### src/rtl/key_pkg.sv
// Shared types and defaults for the push-button conditioning path.
package key_pkg;

    typedef enum logic [1:0] {
        DB_IDLE,
        DB_PRESS_WAIT,
        DB_PRESSED,
        DB_RELEASE_WAIT
    } debounce_state_t;

    // 10 ms of stability at a 50 MHz system clock
    localparam int unsigned DEBOUNCE_DEFAULT = 500000;

endpackage

### src/rtl/key_conditioner_if.sv
// Board-side bundle: raw active-low keys in, conditioned counter controls out.
interface key_conditioner_if;

    logic [1:0] key_n;
    logic       preload_combine;
    logic       reverse_combine;
    logic [1:0] key_state;

    // master: the board/pin side that presents the raw keys
    modport master (
        output key_n,
        input  preload_combine,
        input  reverse_combine,
        input  key_state
    );

    // slave: the conditioner itself
    modport slave (
        input  key_n,
        output preload_combine,
        output reverse_combine,
        output key_state
    );

endinterface

### src/rtl/key_debounce.sv
// One key: 2-flop synchronizer, debounce FSM with saturating stability counter.
// press_o is high in the cycle whose closing edge moves the FSM into DB_PRESSED.
module key_debounce
    import key_pkg::*;
#(
    parameter int unsigned DEBOUNCE_CYCLES = DEBOUNCE_DEFAULT
) (
    input  logic clk_i,
    input  logic rst_ni,
    input  logic key_n_i,
    output logic level_o,
    output logic press_o
);

    localparam int unsigned       CNT_W   = $clog2(DEBOUNCE_CYCLES);
    localparam logic [CNT_W-1:0]  CNT_MAX = CNT_W'(DEBOUNCE_CYCLES - 1);

    logic            sync1_q;
    logic            sync2_q;
    logic            s_pressed;
    debounce_state_t state_q;
    logic [CNT_W-1:0] cnt_q;
    logic            level_q;

    assign s_pressed = ~sync2_q;

    // Driven only from registers, so the top can register it without a key_n path.
    assign press_o = (state_q == DB_PRESS_WAIT) && s_pressed && (cnt_q == CNT_MAX);
    assign level_o = level_q;

    always_ff @(posedge clk_i) begin
        if (!rst_ni) begin
            sync1_q <= 1'b1;
            sync2_q <= 1'b1;
            state_q <= DB_IDLE;
            cnt_q   <= '0;
            level_q <= 1'b0;
        end else begin
            sync1_q <= key_n_i;
            sync2_q <= sync1_q;
            case (state_q)
                DB_IDLE: begin
                    if (s_pressed) begin
                        state_q <= DB_PRESS_WAIT;
                        cnt_q   <= '0;
                    end
                end
                DB_PRESS_WAIT: begin
                    if (!s_pressed) begin
                        state_q <= DB_IDLE;
                    end else if (cnt_q == CNT_MAX) begin
                        state_q <= DB_PRESSED;
                        level_q <= 1'b1;
                    end else begin
                        cnt_q <= cnt_q + 1'b1;
                    end
                end
                DB_PRESSED: begin
                    if (!s_pressed) begin
                        state_q <= DB_RELEASE_WAIT;
                        cnt_q   <= '0;
                    end
                end
                DB_RELEASE_WAIT: begin
                    // A re-press here is still the same press: no new event.
                    if (s_pressed) begin
                        state_q <= DB_PRESSED;
                    end else if (cnt_q == CNT_MAX) begin
                        state_q <= DB_IDLE;
                        level_q <= 1'b0;
                    end else begin
                        cnt_q <= cnt_q + 1'b1;
                    end
                end
                default: state_q <= DB_IDLE;
            endcase
        end
    end

endmodule

### src/rtl/key_conditioner.sv
// Turns two bouncing active-low keys into a one-cycle preload strobe and a
// direction level for the up/down counter; all outputs registered.
module key_conditioner
    import key_pkg::*;
#(
    parameter int unsigned DEBOUNCE_CYCLES = DEBOUNCE_DEFAULT
) (
    input  logic               clock_in,
    input  logic               reset_n,
    key_conditioner_if.slave   bus
);

    logic [1:0] press;
    logic [1:0] level;
    logic       preload_q;
    logic       reverse_q;

    for (genvar i = 0; i < 2; i++) begin : g_key
        key_debounce #(
            .DEBOUNCE_CYCLES (DEBOUNCE_CYCLES)
        ) u_debounce (
            .clk_i   (clock_in),
            .rst_ni  (reset_n),
            .key_n_i (bus.key_n[i]),
            .level_o (level[i]),
            .press_o (press[i])
        );
    end

    // Strobe and toggle land on the same edge the FSM accepts the press.
    always_ff @(posedge clock_in) begin
        if (!reset_n) begin
            preload_q <= 1'b1;
            reverse_q <= 1'b1;
        end else begin
            preload_q <= ~press[0];
            if (press[1]) begin
                reverse_q <= ~reverse_q;
            end
        end
    end

    assign bus.preload_combine = preload_q;
    assign bus.reverse_combine = reverse_q;
    assign bus.key_state       = level;

endmodule

### src/flat_wrapper.sv
// flat-port wrapper written by rule: the top's interface ports become plain ports
module key_conditioner_flat import key_pkg::*;
#(
    parameter int unsigned DEBOUNCE_CYCLES = DEBOUNCE_DEFAULT
)
  (clock_in, reset_n, bus_key_n, bus_preload_combine, bus_reverse_combine, bus_key_state);
  key_conditioner_if bus_i ();
  input  logic clock_in;
  input  logic reset_n;
  input wire logic [$bits(bus_i.key_n)-1:0] bus_key_n;
  output wire logic [$bits(bus_i.preload_combine)-1:0] bus_preload_combine;
  output wire logic [$bits(bus_i.reverse_combine)-1:0] bus_reverse_combine;
  output wire logic [$bits(bus_i.key_state)-1:0] bus_key_state;
  assign bus_i.key_n = bus_key_n;
  assign bus_preload_combine = bus_i.preload_combine;
  assign bus_reverse_combine = bus_i.reverse_combine;
  assign bus_key_state = bus_i.key_state;
  key_conditioner #(.DEBOUNCE_CYCLES(DEBOUNCE_CYCLES)) u_core (.clock_in(clock_in), .reset_n(reset_n), .bus(bus_i));
endmodule
### config.mk
export PLATFORM = sky130hd
export DESIGN_NAME = key_conditioner_flat
export DESIGN_NICKNAME = d
export VERILOG_FILES = /design/src/rtl/key_pkg.sv /design/src/rtl/key_conditioner_if.sv /design/src/rtl/key_debounce.sv /design/src/rtl/key_conditioner.sv /design/src/flat_wrapper.sv
export SDC_FILE = /design/constraint.sdc
export NUM_CORES = 1
export LEC_CHECK = 0
export ABC_AREA = 1
export BUFFER_PORTS_ARGS = -buffer_cell sky130_fd_sc_hd__buf_2
export CAP_MARGIN = 20
export CORE_MARGIN = 5
export CORE_UTILIZATION = 25
export CTS_BUF_LIST = sky130_fd_sc_hd__clkbuf_8
export CTS_CLUSTER_SIZE = 25
export DETAILED_ROUTE_END_ITERATION = 6
export PLACE_DENSITY = 0.45
export SLEW_MARGIN = 5
export SYNTH_ARGS = -nofsm -noshare
export SYNTH_HDL_FRONTEND = slang
export SYNTH_SLANG_ARGS = --single-unit
### constraint.sdc
create_clock -name clock_in -period 3.7 [get_ports clock_in]
set_clock_uncertainty 0.1 [all_clocks]
set_input_delay 0 -clock clock_in [delete_from_list [all_inputs] [get_ports clock_in]]
set_output_delay 0 -clock clock_in [all_outputs]
set_load 0.005 [all_outputs]
==> impl_results.md, run 1 <==
* Outcome: finished clean
* Final cycle utilization of the critical path at 52.51%
* Synthesized Nets at 488
* Worst-case hold slack at 0.3074 ns
* GR met3 Demand/Resource at 2.168%
* Arrival time of data at the critical path endpoint at 2.10 ns
* Sum of net half-perimeters after detailed placement at 5407 um
* Crit path capture type: register
* Clock latency reported for the late side of the worst-skew pair at 0.31 ns
* Root buffer selected by CTS: clkbuf_8
* Filler-free cell count of the finished design at 632
* Maximum fanout along the worst path at 15
* RSZ-0062 raised after global routing: false
* Peak-usage layer in the global routing report: met2
* Average routed wire per standard cell at 11.68 um
* Count of pins over their slew limit at 0
* Average vias per placed instance at 4.434
* Number of buffers added by the clock tree synthesis step at 5
* Worst min-delay path endpoint: u_core.g_key[1].u_debounce.sync1_q$_SDFF_PN1_
* Number of synthesized flops with an enable pin at 0
* Met2 layer usage reported by global route at 18.44%
* Largest vdd supply drop at 124.8 uV
* Clock-pin slew of the registers on the worst-case setup and hold paths at 0.10 ns
* Area of the die at 0.01442 mm2
* Relative area change from synthesis to final layout at 7.559%
* Most used DFF post-synth: dfxtp_1
* Cell Area, Synth at 0.003029 mm2
* Worst slack at placement at 1.744 ns
* Net total in the final layout at 490
* Post-layout power at 945.3 uW
* Finish-stage setup viols at 0
* Hold WC Path Type: in -> reg
* Pin count of the biggest net entering global routing at 26
* YS warnings at 0
* # IOs at 8
* Total overflow reported by the global router at 0
* Layout cell share with drive strength beyond 1 at 9.485%
* Summed area of non-filler cells in the final layout at 0.003258 mm2
* IO buf count at 7
* Flop-to-flop setup slack at 1.76 ns
* Final Hold Viols at 0
* Worst reg2reg path endpoint: u_core.g_key[0].u_debounce.cnt_q[17]$_SDFFE_PN0P_
* Power per Cell Area at 290.1 mW/mm2
* Cells on Worst Hold Path at 3
* Maximum count of clock buffers along a single path at 2
* DIE WIDTH at 120.1 um
* Sequential share of the synthesized area at 33.04%
* Effective utilization at floorplan at 25.32%
* Library cells used by synthesis at 33
* Type of the worst setup path: reg -> reg
* Minimum period implied by the final worst setup slack at 1.943 ns
* Number of cells produced by synthesis at 482
* Required time at the worst-slack endpoint at 3.86 ns
* Max-slew headroom at the worst pin at 38.77%
* Post-synthesis sequential element count at 50
* Core box area at 0.01196 mm2
* Worst R2R Path Depth at 11
* Finished Core Util at 27.24%
* Global-route wire length before repair at 12,880 um
* Post-placement cell count at 621
* Most instantiated cells after synthesis: nand2_1, nor2_1, inv_1
* Startpoint type of the worst setup path: register
* Max Cap Viol at 0
* Most common cell in the synthesized netlist: nand2_1
* Clock tree from TritonCTS: built
* Start of the worst register-to-register path: u_core.g_key[0].u_debounce.cnt_q[0]$_SDFFE_PN0P_
* Last weighted congestion value of the routability-driven placer at 0.8295
* Storage element area at 0.001001 mm2
* Number of global-route vias before repair at 2,750
* Critical hold path startpoint: bus_key_n[1]
* Area of the multi-input gates at 0.001684 mm2
* Gr usage total at 10.98%
* Number of search-and-repair iterations in the first detailed-routing pass at 4
* Setup TNS Final at 0 ns
* Die Ht at 120.1 um
* Wire length reported by the detailed router at 7380 um
* Met1 Track Usage GR at 13.50%
* Count of clock tree sinks at 50
* Antenna-violating nets left at 0
* Number of antenna violations at the first check in global routing at 0
* DRC at 0
* Mean Syn Cell Area at 6.285 um2
* Std cell rows at 40
* Reported leakage power at 1.206 nW
* Instance area after placement at 0.003128 mm2
* Slew @ Worst Pin at 0.9175 ns
* FFs w/ async S/R, synth at 0%
* Leading area contributor after synthesis: dfxtp_1
* Post-CTS Setup Repair Bufs at 0
* Number of fillers in the final layout at 1,380
* Cells taking the most area after synthesis: dfxtp_1, nand2_1, nor2_1
* Achievable Freq at 0.5147 GHz
* Vias at 2,802
* Number of design-rule violations left by the first detailed-router iteration at 178
* H-Tree Level Count at 2
* Inserted Diodes at 0
* Yosys top cell area share at 33.04%
* Final worst slack at 1.757 ns
-- worst max-delay path: stages (launching register included) --
cell and delay, ns:
dfxtp_1 0.39, ha_1 0.20, nand2_2 0.11, nor2_8 0.15, inv_4 0.05, nor2_4 0.11, nand3_4 0.18, nand2_4 0.24
nand2_1 0.17, nand2_1 0.10, nand2_1 0.05, inv_1 0.04
-- power breakdown --
part,internal (mW),switching (mW)
sequential,0.542,0.00368
combinational,0.0118,0.0306
clock,0.155,0.203
-- sequential cells by signal, indices dropped and copies added, names as in the netlist, named ones only --
signal,count
u_core.bus.reverse_combine,1
u_core.g_key.u_debounce.level_o,2
u_core.g_key.u_debounce.sync1_q,2
u_core.g_key.u_debounce.state_q,2
u_core.g_key.u_debounce.cnt_q,38
u_core.g_key.u_debounce.sync2_q,2
u_core.bus.preload_combine,1
-- placed cells by master, fill, tap and decap left out --
master / synthesis / layout
inv_4: 1 / 1
clkbuf_8: 0 / 6
nand2_4: 2 / 2
inv_2: 3 / 3
nand2_1: 148 / 148
nand2_2: 4 / 4
nor3b_1: 2 / 2
ha_1: 2 / 2
nand3_1: 43 / 43
o21ai_0: 11 / 11
nor2_1: 71 / 71
dfxtp_1: 50 / 50
o21ai_1: 1 / 1
nor2_8: 1 / 1
dlygate4sd3_1: 0 / 3
nand3_4: 2 / 2
a21oi_1: 26 / 26
o21bai_1: 1 / 1
xor2_1: 7 / 7
nor3_2: 1 / 1
clkinv_1: 2 / 2
nand4_1: 11 / 11
buf_2: 2 / 7
clkinv_4: 0 / 2
nor2_2: 7 / 7
nor2_4: 1 / 1
nor3_1: 7 / 7
inv_1: 53 / 53
a21oi_2: 5 / 5
o211ai_1: 1 / 1
or2_2: 4 / 4
-- layout make-up --
| type | count | area share, % |
|---|---|---|
| Clock buffer | 6 | 2.535 |
| Timing Repair Buffer | 10 | 1.997 |
| Inverter | 59 | 6.874 |
| Multi-Input combinational cell | 358 | 51.69 |
| Sequential cell | 50 | 30.72 |
| Clock inverter | 2 | 0.5376 |
| Tap cell | 147 | 5.645 |
-- how the worst max path moves through the flow --
stage | startpoint | endpoint | slack (ns) | cells past startpoint
3_3_place_gp | u_core.g_key[0].u_debounce.cnt_q[0]$_SDFFE_PN0P_ | u_core.g_key[0].u_debounce.cnt_q[18]$_SDFFE_PN0P_ | 1.82 | 11
6_report | u_core.g_key[0].u_debounce.cnt_q[0]$_SDFFE_PN0P_ | u_core.g_key[0].u_debounce.cnt_q[17]$_SDFFE_PN0P_ | 1.76 | 11
4_1_cts | u_core.g_key[0].u_debounce.cnt_q[0]$_SDFFE_PN0P_ | u_core.g_key[0].u_debounce.cnt_q[17]$_SDFFE_PN0P_ | 1.73 | 11
2_1_floorplan | u_core.g_key[0].u_debounce.cnt_q[0]$_SDFFE_PN0P_ | u_core.g_key[0].u_debounce.level_o$_SDFFE_PN0P_ | 2.13 | 9
5_1_grt | u_core.g_key[0].u_debounce.cnt_q[0]$_SDFFE_PN0P_ | u_core.g_key[0].u_debounce.cnt_q[17]$_SDFFE_PN0P_ | 1.51 | 11
3_5_place_dp | u_core.g_key[0].u_debounce.cnt_q[0]$_SDFFE_PN0P_ | u_core.g_key[0].u_debounce.cnt_q[17]$_SDFFE_PN0P_ | 1.74 | 11
-- repair_timing --
| item | in CTS | in global routing |
|---|---|---|
| gates resized for setup | 0 | 0 |
| endpoints found under the hold margin | 4 | 0 |
| hold buffers | 3 | 0 |
-- routing by layer --
layer / part of all wire (%) / vias up
met5: 0 / -
met4: 2.6 / 0
met3: 3.0 / 13
met2: 47 / 38
met1: 48 / 1242
li1: - / 1509
-- kinds of logic after synthesis --
kind of cell             Yosys count  synth area share [%]
XOR/XNOR                           7                 2.024
AO/OA/AOI/OAI                     45                 8.219
adder cells (fa/ha/maj)            2                0.8260
AND/OR/NAND/NOR                  304                 44.53
flip-flops                        50                 33.04
buffers and inverters             74                 11.36
(Power assumes the default switching activity.)
==> run 2: changes to the inputs <==
--- a/config.mk
+++ b/config.mk
@@ -5,7 +5,7 @@
 export SDC_FILE = /design/constraint.sdc
 export NUM_CORES = 1
 export LEC_CHECK = 0
-export ABC_AREA = 1
+export ABC_AREA = 0
 export BUFFER_PORTS_ARGS = -buffer_cell sky130_fd_sc_hd__buf_2
 export CAP_MARGIN = 20
 export CORE_MARGIN = 5
==> constraint.sdc (replaced) <==
create_clock -name clock_in -period 2 [get_ports clock_in]
set_clock_uncertainty 0.1 [all_clocks]
set_input_delay 0 -clock clock_in [delete_from_list [all_inputs] [get_ports clock_in]]
set_output_delay 0 -clock clock_in [all_outputs]
set_load 0.005 [all_outputs]
==> impl_results.md, run 2 <==
* Max stage delay on crit path at 0.48 ns
* Library cells used by synthesis at 52
* Number of design-rule violations left by the first detailed-router iteration at 89
* Minimum period implied by the final worst setup slack at 1.914 ns
* Required time at the worst-slack endpoint at 2.16 ns
* Count of pins over their slew limit at 0
* DIE WIDTH at 111.1 um
* # IOs at 8
* Arrival time of data at the critical path endpoint at 2.07 ns
* Number of antenna violations at the first check in global routing at 0
* Largest vdd supply drop at 252.1 uV
* Cells taking the most area after synthesis: dfxtp_1, nand2_1, nor2_1
* Hold WC Path Type: in -> reg
* Leading cell type in the layout, fill and taps excluded: buf_4
* Vias at 2,385
* Startpoint type of the worst setup path: register
* Last weighted congestion value of the routability-driven placer at 0.7700
* Number of global-route vias before repair at 2,245
* Worst slack at placement at 0.008737 ns
* Global-route wire length before repair at 10,960 um
* Top reg by flops: u_core.g_key.u_debounce.cnt_q
* Gr usage total at 10.70%
* Final worst slack at 0.08601 ns
* Average vias per placed instance at 4.848
* Instance area after placement at 0.002973 mm2
* Storage element area at 0.001025 mm2
* Summed area of non-filler cells in the final layout at 0.003286 mm2
* Inserted Diodes at 0
* Area of the die at 0.01234 mm2
* Synthesized Nets at 312
* Root buffer selected by CTS: clkbuf_8
* Std cell rows at 37
* CP cell instances: ha_1 > and2_4 > nand2_2 > o2111ai_4 > buf_6 > or4_4 > a21oi_2
* IO buf count at 7
* Maximum count of clock buffers along a single path at 2
* Core box area at 0.01014 mm2
* Average routed wire per standard cell at 13.46 um
* Layout cell share with drive strength beyond 1 at 28.09%
* Maximum fanout along the worst path at 5
* Number of synthesized flops with an enable pin at 0
* Leading area contributor after synthesis: dfxtp_1
* Final Hold Viols at 0
* Net total in the final layout at 361
* Count of clock tree sinks at 50
* Clock latency reported for the late side of the worst-skew pair at 0.32 ns
* Number of buffers added by the clock tree synthesis step at 5
* Most common cell in the synthesized netlist: dfxtp_1
* Total overflow reported by the global router at 0
* Reported leakage power at 1.161 nW
* Yosys top cell area share at 39.18%
* Finish-stage setup viols at 0
* Number of fillers in the final layout at 1,053
* Outcome: finished clean
* Wire length reported by the detailed router at 6623 um
* Power per Cell Area at 538.0 mW/mm2
* Sum of net half-perimeters after detailed placement at 4456 um
* Leading cell types in the layout, fill and taps excluded: buf_4, dfxtp_1, nand2_1, nor2_1, nand3_1
* Clock tree from TritonCTS: built
* Sequential share of the synthesized area at 39.18%
* Most used DFF post-synth: dfxtp_1
* Final cycle utilization of the critical path at 95.70%
* Filler-free cell count of the finished design at 492
* YS warnings at 0
* Antenna-violating nets left at 0
* Effective utilization at floorplan at 25.20%
* FFs w/ async S/R, synth at 0%
* Post-placement cell count at 473
* Type of the worst setup path: reg -> reg
* Crit path capture type: register
* Flop-to-flop setup slack at 0.09 ns
* Cell with the largest stage delay on the worst path: or4_4
* Most instantiated cells after synthesis: dfxtp_1, nand2_1, nor2_1
* Max Cap Viol at 0
* Max-slew headroom at the worst pin at 67.71%
* Die Ht at 111.1 um
* H-Tree Level Count at 2
* Pin count of the biggest net entering global routing at 22
* Slew @ Worst Pin at 0.4839 ns
* Clock-pin slew of the registers on the worst-case setup and hold paths at 0.11 ns
* DRC at 0
* Cell Area, Synth at 0.002555 mm2
* Number of cells produced by synthesis at 306
* Relative area change from synthesis to final layout at 28.60%
* Number of search-and-repair iterations in the first detailed-routing pass at 4
* Area of the multi-input gates at 0.001534 mm2
* Achievable Freq at 0.5225 GHz
* Number of flip-flops under the largest register name at 38
* Post-synthesis sequential element count at 50
* Mean Syn Cell Area at 8.350 um2
run 2: metrics by stage:
step           utilization (%)  total power, mW  hold WS, ns  setup TNS, ns
2_1_floorplan                -            1.093     0.001471              0
4_1_cts                  30.59            1.801       0.2756              0
3_5_place_dp             29.32            1.127      0.08341              0
3_3_place_gp             29.32            1.126      0.07798              0
6_report                 32.41            1.768       0.2881              0
5_1_grt                  32.41            1.853       0.3023       -0.07668
run 2: logic make-up (layout without fill, tap and decap cells):
| logic type | Yosys count | after routing | synth area share (%) |
|---|---|---|---|
| adders and majority gates | 2 | 2 | 0.9793 |
| AOI/OAI and AO/OA | 71 | 71 | 18.36 |
| DFF | 50 | 50 | 39.18 |
| and+or+nand+nor | 148 | 148 | 32.37 |
| buffers and inverters | 23 | 73 | 4.701 |
| muxes | 4 | 4 | 1.665 |
| xor gates and xnor gates | 8 | 8 | 2.743 |
run 2: path summary, 6_finish.rpt:
| kind | cells after the start | startpoint | to |
|---|---|---|---|
| max | 7 | u_core.g_key[1].u_debounce.cnt_q[1]$_SDFFE_PN0P_ | u_core.g_key[1].u_debounce.cnt_q[17]$_SDFFE_PN0P_ |
| min | 3 | bus_key_n[1] | u_core.g_key[1].u_debounce.sync1_q$_SDFF_PN1_ |
| max reg2reg | 7 | u_core.g_key[1].u_debounce.cnt_q[1]$_SDFFE_PN0P_ | u_core.g_key[1].u_debounce.cnt_q[17]$_SDFFE_PN0P_ |
| min reg2reg | 1 | u_core.g_key[1].u_debounce.sync1_q$_SDFF_PN1_ | u_core.g_key[1].u_debounce.sync2_q$_SDFF_PN1_ |
run 2: layout make-up:
type	instances	area share (%)
Timing Repair Buffer	56	13.02
Clock inverter	3	0.7997
Sequential cell	50	31.19
Multi-Input combinational cell	233	46.69
Tap cell	136	5.179
Clock buffer	5	2.094
Inverter	9	1.028
run 2: timing repair:
item,in CTS,in global routing
buffers inserted,0,7
setup endpoints to repair,3,20
gates resized for setup,2,36
hold buffers,3,0
gates cloned,0,1
hold endpoints to repair,3,0
pin swaps,0,9
run 2: routing by layer:
metal	track usage (%)	wire [um]	vias up
met2	17.03	3169	29
met1	14.28	3130	1117
li1	-	-	1229
met4	3.893	108	0
met3	2.293	214	10
met5	0	0	-
run 2: power by group:
group	internal, mW	switching, mW
logic	0.0408	0.0582
clock network	0.261	0.400
registers	1.00	0.00722
total	1.30	0.465
run 2: worst max-delay path: cells and delay by family, from the launching register on:
family | cells | cell delay (ns)
flops | 1 | 0.34
compound gates | 2 | 0.28
simple gates | 3 | 0.77
fa+ha+maj | 1 | 0.19
buf+inv | 1 | 0.17
